[config.mk]
export PLATFORM = sky130hd
export DESIGN_NAME = bus_owner_arbiter
export DESIGN_NICKNAME = d
export VERILOG_FILES = /design/src/rtl/bus_owner_arbiter.sv
export SDC_FILE = /design/constraint.sdc
export NUM_CORES = 1
export LEC_CHECK = 0
export ABC_AREA = 1
export BUFFER_PORTS_ARGS = -buffer_cell sky130_fd_sc_hd__clkbuf_2
export CAP_MARGIN = 20
export CORE_MARGIN = 2
export CORE_UTILIZATION = 37
export CTS_BUF_LIST = sky130_fd_sc_hd__clkbuf_16
export CTS_CLUSTER_SIZE = 20
export DETAILED_ROUTE_END_ITERATION = 10
export SLEW_MARGIN = 15
export SYNTH_ARGS = -nofsm -noshare
export SYNTH_HDL_FRONTEND = slang
export SYNTH_SLANG_ARGS = --single-unit
[constraint.sdc]
create_clock -name CLK -period 3.6 [get_ports CLK]
set_input_delay 0 -clock CLK [delete_from_list [all_inputs] [get_ports CLK]]
set_output_delay 0 -clock CLK [all_outputs]
set_load 0.02 [all_outputs]
[src/rtl/bus_owner_arbiter.sv]
// Round-robin owner arbiter for the 2:1 register-to-bus select path.
// Hold limit under contention and a turnaround gap keep the bus invalid while switching.
module bus_owner_arbiter #(
  parameter int unsigned HOLD_MAX = 4,
  parameter int unsigned TURN_CYC = 1
) (
  input  logic       CLK,
  input  logic       RST,
  input  logic       REQ0,
  input  logic       REQ1,
  output logic       GNT0,
  output logic       GNT1,
  output logic       SEL_BUS,
  output logic       BUS_VALID,
  output logic [7:0] SWITCH_CNT
);

  typedef enum logic [1:0] {IDLE, GRANT0, GRANT1, TURN} state_t;

  localparam logic [7:0] HOLD_LAST = 8'(HOLD_MAX - 1);
  localparam logic [3:0] TURN_LAST = 4'(TURN_CYC - 1);

  state_t     state, state_n;
  logic       last, last_n;
  logic [7:0] hold_cnt, hold_n;
  logic [3:0] turn_cnt, turn_n;
  logic       sel_n;
  logic [7:0] sw_n;

  logic arb_any, arb_pick, arbitrate;
  logic owner, req_own, req_oth;

  always_comb begin
    arb_any   = REQ0 | REQ1;
    arb_pick  = (REQ0 & REQ1) ? ~last : REQ1;
    arbitrate = (state == IDLE) || ((state == TURN) && (turn_cnt == TURN_LAST));
    owner     = (state == GRANT1);
    req_own   = owner ? REQ1 : REQ0;
    req_oth   = owner ? REQ0 : REQ1;
  end

  always_comb begin
    state_n = state;
    last_n  = last;
    hold_n  = hold_cnt;
    turn_n  = turn_cnt;
    sel_n   = SEL_BUS;
    sw_n    = SWITCH_CNT;

    // IDLE and the final TURN cycle share one arbitration; TURN uses the LAST set at exit
    if (arbitrate) begin
      state_n = IDLE;
      if (arb_any) begin
        state_n = arb_pick ? GRANT1 : GRANT0;
        sel_n   = arb_pick;
        hold_n  = '0;
      end
    end else begin
      case (state)
        TURN: turn_n = turn_cnt + 4'd1;
        GRANT0, GRANT1: begin
          if (hold_cnt != '1) hold_n = hold_cnt + 8'd1;
          if (!req_own || (req_oth && (hold_cnt == HOLD_LAST))) begin
            last_n = owner;
            sw_n   = SWITCH_CNT + 8'd1;
            if (req_oth) begin
              sel_n = ~owner;
              if (TURN_CYC > 0) begin
                state_n = TURN;
                turn_n  = '0;
              end else begin
                state_n = owner ? GRANT0 : GRANT1;
                hold_n  = '0;
              end
            end else begin
              state_n = IDLE;
            end
          end
        end
        default: state_n = IDLE;
      endcase
    end
  end

  always_ff @(posedge CLK) begin
    if (RST) begin
      state      <= IDLE;
      last       <= 1'b1;
      hold_cnt   <= '0;
      turn_cnt   <= '0;
      SEL_BUS    <= 1'b0;
      SWITCH_CNT <= '0;
      GNT0       <= 1'b0;
      GNT1       <= 1'b0;
      BUS_VALID  <= 1'b0;
    end else begin
      state      <= state_n;
      last       <= last_n;
      hold_cnt   <= hold_n;
      turn_cnt   <= turn_n;
      SEL_BUS    <= sel_n;
      SWITCH_CNT <= sw_n;
      GNT0       <= (state_n == GRANT0);
      GNT1       <= (state_n == GRANT1);
      BUS_VALID  <= (state_n == GRANT0) || (state_n == GRANT1);
    end
  end

endmodule

# ---- Word-level counts from Yosys, hierarchy flattened
# Cells that the tools add are included.
dict set report totals {
  latch_bits 0
  mem_bits_rw 0
  rom_bits 0
  out_inout_bits 12
  inputBits 4
  ff_bits 27
  mem_count 0
  word_cells 66
}
dict set report op_classes {
  n_mul 0
  addsub 3
  muxes 21
  n_bitwise 5
  n_reduce_logical 18
  magnitude_cmp 0
  div 0
  n_eq_ne 10
  n_shift 0
}
# op count
set ops {}
lappend ops {{$mux W8} 4}
lappend ops {{$add A8 B1 Y8 const B} 2}
lappend ops {{$mux W2} 5}
lappend ops {{$reduce_bool A2 Y1} 5}
lappend ops {{$eq A8 B2 Y1 const B} 1}
lappend ops {{$mux W1} 8}
lappend ops {{$mux W4} 2}
lappend ops {{$ne A8 B8 Y1 const B} 1}
lappend ops {{$pmux W4 S2} 1}
lappend ops {{$reduce_and A4 Y1} 2}
lappend ops {{$eq A2 B2 Y1 const B} 3}
lappend ops {{$ne A2 B2 Y1 const B} 3}
lappend ops {{$reduce_and A3 Y1} 2}
lappend ops {{$add A4 B1 Y4 const B} 1}
lappend ops {{$eq A2 B1 Y1 const B} 2}
lappend ops {{$logic_not A4 Y1} 1}
lappend ops {{$pmux W2 S2} 1}
lappend ops {{$logic_or A1 B1 Y1} 3}
lappend ops {{$not A1 Y1} 3}
lappend ops {{$logic_and A1 B1 Y1} 2}
lappend ops {{$logic_not A2 Y1} 1}
lappend ops {{$reduce_or A2 Y1} 1}
lappend ops {{$and A1 B1 Y1} 1}
lappend ops {{$logic_not A1 Y1} 1}
lappend ops {{$or A1 B1 Y1} 1}

# ---- Longest topological paths before layout
dict set report depth {
  ltp_word 9
  mapped_depth 15
}

# ---- Worst setup path after synthesis
# OpenSTA, ideal clock, no wires.
dict set report synth_path {
  path_kind {reg-to-reg}
  from {register state[0]}
  to {register BUS_VALID}
  synth_period_minus_slack_ps 1742
  arrival_time_ps 1614
  stages_incl_launch_ff 14
  setup_slack_ps 1858
  required_time_ps 3472
  setup_ps 128
  cell_sequence {dfxtp_1 -> inv_1 -> ha_1 -> inv_2 -> nand2_1 -> nand2_1 -> nand3_1 -> nand2_1 -> o21ai_0 -> nand2_1 -> nand2_1 -> nand2_1 -> ha_1 -> nor2_1}
}
dict set report synth_between {
  elab_chain_cells 9
  word_cells_on_any_way 19
  classes_between {eq/ne (5); mux (6); reduce/logical (8)}
}
# element line_no
set synth_lines {}
lappend synth_lines {{start, declared} 23} ;# state_t state, state_n;
lappend synth_lines {{start signal, assigned} 97} ;# state <= state_n;
lappend synth_lines {{$eq A2 B2 Y1 *} 37} ;# owner = (state == GRANT1);
lappend synth_lines {{named net owner} 31} ;# logic owner, req_own, req_oth;
lappend synth_lines {{$mux W1 (on tied branches)} {38, 39}}
lappend synth_lines {{$logic_not A1 Y1 or $logic_and A1 B1 Y1 (tied branches)} 63} ;# if (!req_own || (req_oth && (hold_cnt == HOLD_LAST))) begin
lappend synth_lines {{$logic_or A1 B1 Y1} 63}
lappend synth_lines {{$mux W2} 63}
lappend synth_lines {{$pmux W2 S2 *} 59} ;# case (state)
lappend synth_lines {{$mux W2 *} 51} ;# if (arbitrate) begin
lappend synth_lines {{$eq A2 B1 Y1 or $eq A2 B2 Y1 (tied branches)} 105} ;# BUS_VALID <= (state_n == GRANT0) || (state_n == GRANT1);
lappend synth_lines {{$logic_or A1 B1 Y1 *} 105}
lappend synth_lines {{end signal, assigned} 105}
lappend synth_lines {{end, declared} 14} ;# output logic BUS_VALID,
# The timed path passes the listed nets; every way through them passes the cells marked *.
# A chain may end at the register's enable or synchronous reset.

# ---- Worst setup path after layout
# Ends and elaborated chain as after synthesis.

==> out/qor.yml <==
worst_hold_path_type: "in2reg"
power_density_nw_per_um2: 386
rsz0062_at_grt: "false"
drtPass1Iterations: 4
clk_pin_slew_ns: 0.07
tightest_slew_margin_relative_to_the_limit_pct: 74.5
leading_cell_type_in_the_layout_fill_and_taps_excluded: "sky130_fd_sc_hd__nand2_1"
slowest_stage: "sky130_fd_sc_hd__dfxtp_1"
finalHoldViolations: 0
critical_path.max_stage_delay_ns: 0.31
numPortBuffers: 15
dominant_combinational_cell_family_by_area_after_synthesis: "simple AND/OR/NAND/NOR gates"
finalSetupViolations: 0
rows: 23
totalNegativeSetupSlack_ns: 0
cts_buffers: 3
count_of_nets_left_with_antenna_violations_after_detail_routing: 0
routed_via_density: 4.64
mostFrequentLayoutCells: "sky130_fd_sc_hd__nand2_1 (56), sky130_fd_sc_hd__inv_1 (28), sky130_fd_sc_hd__dfxtp_1 (27)"
setup_buffers_after_cts: 0
met2RoutedLength_um: 1440
critical_path.startpoint_type: "register"
track_usage_pct: 14.0
status: "finished, final reports clean"
fillcell_total: 441
muxShareOfSynthArea_pct: 0
post_dp_cell_area_um2: 1670
wirelength_met1_um: 1510
reg2reg_depth: 13
cts.repair.resized: 0
detail_route.drc_violations: 0
synth_simple_gate_area_share_pct: 30.9
antenna_cells_inserted: 0
critPathRequiredTime_ns: 3.74
top_layer_used: "met4"
tritoncts_num_sinks: 27
first_pass_grt_wire_length_um: 5630
wire_per_inst_um: 10.7
cts-hold-fix-buffers: 0
wl_met3_um: 91
hpwl_um: 2370
detailroute.via_count: 1328
synth_area_leader_cell: "sky130_fd_sc_hd__dfxtp_1"
pin_count_of_the_biggest_net_entering_global_routing: 19
final_net_count: 250
power.static_leakage_nw: 0.769
antenna_found_initial: 0
ctsHtreeMaxLevel: 1
cts_root_buffer: "sky130_fd_sc_hd__clkbuf_16"
die-width_um: 69.0
initial_core_util_pct: 38.8
fmax_mhz: 491
final.min_clock_period_ns: 2.04
first_global_vias: 1262
cell_count_after_synthesis: 221
worst_setup_skew_after_layout_ns: 0.00238
critPathArrivalTime_ns: 2.18
gp_congestion: 0.800
chipHeight_um: 69.0
cts_max_path_buffers: 2
cp_cell_sequence: "inv_1, ha_1, inv_2, nand2_1, nand2_1, nand3_1, nand2_1, o21ai_0, nand2_1, nand2_1, nand2_1, ha_1, nor2_1"
hold_slack_ns: 0.159
cap_viol_max_count: 0
synthDistinctLibCells: 27
drtIter0Drc: 72
synth_seq_cells: 27
syn-mean-instance-area_um2: 7.08
tritoncts_clock_tree: "built"
clock_latency_ns: 0.26
global_route.overflow_total: 0
post-route-cell-area_um2: 1750
synthToLayoutAreaGrowth_pct: 11.8
irDropWorstVdd_mv: 0.298
timing.setup.critical_path_class: "reg2reg"
launching_point_of_the_worst_reg2reg_path: "state[0]"
tightest_slew_ns: 0.383
post-synth-top-area-fraction_pct: 34.6
timing.critical_path.from: "state[0]"
synthesis.area_um2: 1560
post_route_cells_drive_above_1_share_pct: 17.4
setup.worst_path.end_class: "register"
finalWirelength_um: 3050
synth-xor-area-share_pct: 5.04
mappedNetlistNets: 234
synth-compound-area-share_pct: 12.7
timing.final.max_slew_violations: 0
hold_path_depth: 2
finalCritPeriodShare_pct: 56.6
synth.yosys.seq_area_share_pct: 34.6
worst_hold_startpoint: "RST"
synth_adder_area_share_pct: 7.20
core_area_um2: 4030
yosys_warnings: 0
boundaryPins: 16
critical_path.max_fanout: 4
biggest_area_contributors_in_the_synthesized_netlist: "sky130_fd_sc_hd__dfxtp_1 (35%), sky130_fd_sc_hd__nand2_1 (13%), sky130_fd_sc_hd__ha_1 (7.2%)"
die_area_um2: 4760
worst_path_most_repeated_cell: "sky130_fd_sc_hd__nand2_1"
cells by family (layout without fill, tap and decap cells):
family / count (synthesis) / in the layout
and+or+nand+nor: 110 / 110
buffers and inverters: 35 / 50
AOI/OAI and AO/OA: 31 / 31
DFF: 27 / 27
adders and majority gates: 9 / 9
xor gates and xnor gates: 9 / 9
worst paths after layout:
| path | to | slack, ns |
|---|---|---|
| setup / recovery | BUS_VALID | 1.56 |
| hold / removal | hold_cnt[5] | 0.16 |
| setup reg to reg | BUS_VALID | 1.56 |
| hold reg to reg | last | 0.48 |
critical path: cells and delay by family, from the launching register on:
kind | cells | cell delay [ns]
AOI/OAI and AO/OA | 1 | 0.18
DFF | 1 | 0.31
buffers and inverters | 2 | 0.18
and+or+nand+nor | 8 | 0.72
adders and majority gates | 2 | 0.54
sequential cells by signal, summed over array words and instances (netlist names):
| register | cells |
|---|---|
| GNT0 | 1 |
| SWITCH_CNT | 8 |
| GNT1 | 1 |
| state | 2 |
| hold_cnt | 8 |
| last | 1 |
| SEL_BUS | 1 |
| turn_cnt | 4 |
| BUS_VALID | 1 |
metrics by stage:
stage	setup slack [ns]	utilization, %	power (W)	cells
after floorplan	1.86	-	0.000409	221
after global placement	1.56	41.4	0.000429	282
after detailed placement	1.59	41.4	0.000430	282
after CTS	1.56	43.4	0.000690	286
after global routing	1.32	43.4	0.000713	286
final	1.56	43.4	0.000675	286
synthesized netlist by cell type:
| master | number |
|---|---|
| sky130_fd_sc_hd__xor2_1 | 7 |
| sky130_fd_sc_hd__ha_1 | 9 |
| sky130_fd_sc_hd__o21ai_0 | 6 |
| sky130_fd_sc_hd__nand2_1 | 56 |
| sky130_fd_sc_hd__nand4_1 | 2 |
| sky130_fd_sc_hd__xnor2_1 | 2 |
| sky130_fd_sc_hd__nand3_2 | 2 |
| sky130_fd_sc_hd__a21boi_2 | 1 |
| sky130_fd_sc_hd__inv_2 | 3 |
| sky130_fd_sc_hd__a21boi_0 | 1 |
| sky130_fd_sc_hd__dfxtp_1 | 27 |
| sky130_fd_sc_hd__and3_1 | 1 |
| sky130_fd_sc_hd__buf_4 | 1 |
| sky130_fd_sc_hd__buf_6 | 2 |
| sky130_fd_sc_hd__nor2_2 | 2 |
| sky130_fd_sc_hd__inv_1 | 28 |
| sky130_fd_sc_hd__a21oi_1 | 16 |
| sky130_fd_sc_hd__nor2_1 | 20 |
| sky130_fd_sc_hd__nand2_2 | 8 |
| sky130_fd_sc_hd__nor3_1 | 5 |
| sky130_fd_sc_hd__o211ai_1 | 1 |
| sky130_fd_sc_hd__clkbuf_1 | 1 |
| sky130_fd_sc_hd__o21bai_4 | 1 |
| sky130_fd_sc_hd__a21oi_2 | 3 |
| sky130_fd_sc_hd__or2_0 | 1 |
| sky130_fd_sc_hd__nand3_1 | 13 |
| sky130_fd_sc_hd__o21ai_2 | 2 |
report_power, final:
group | switching [W] | internal [W] | leakage (nW)
Clock | 0.000103 | 0.000150 | 0.0409
Sequential | 0.00000562 | 0.000309 | 0.219
Combinational | 0.0000751 | 0.0000327 | 0.510
Total | 0.000184 | 0.000491 | 0.769
metal layers:
metal	vias up	global-route usage (%)
li1	733	-
met1	576	18.7
met2	17	23.6
met3	2	3.07
met4	0	1.96
met5	-	0
area by class of cell:
class	instances	area [µm²]	area share, %
sequential	27	541	30.9
clock inverter	1	5.00	0.286
clock buffer	3	75.1	4.29
inverter	31	116	6.66
timing repair buffer	15	75.1	4.29
multi-input combinational	159	873	50.0
tap	50	62.6	3.58
(Power assumes the default switching activity.)
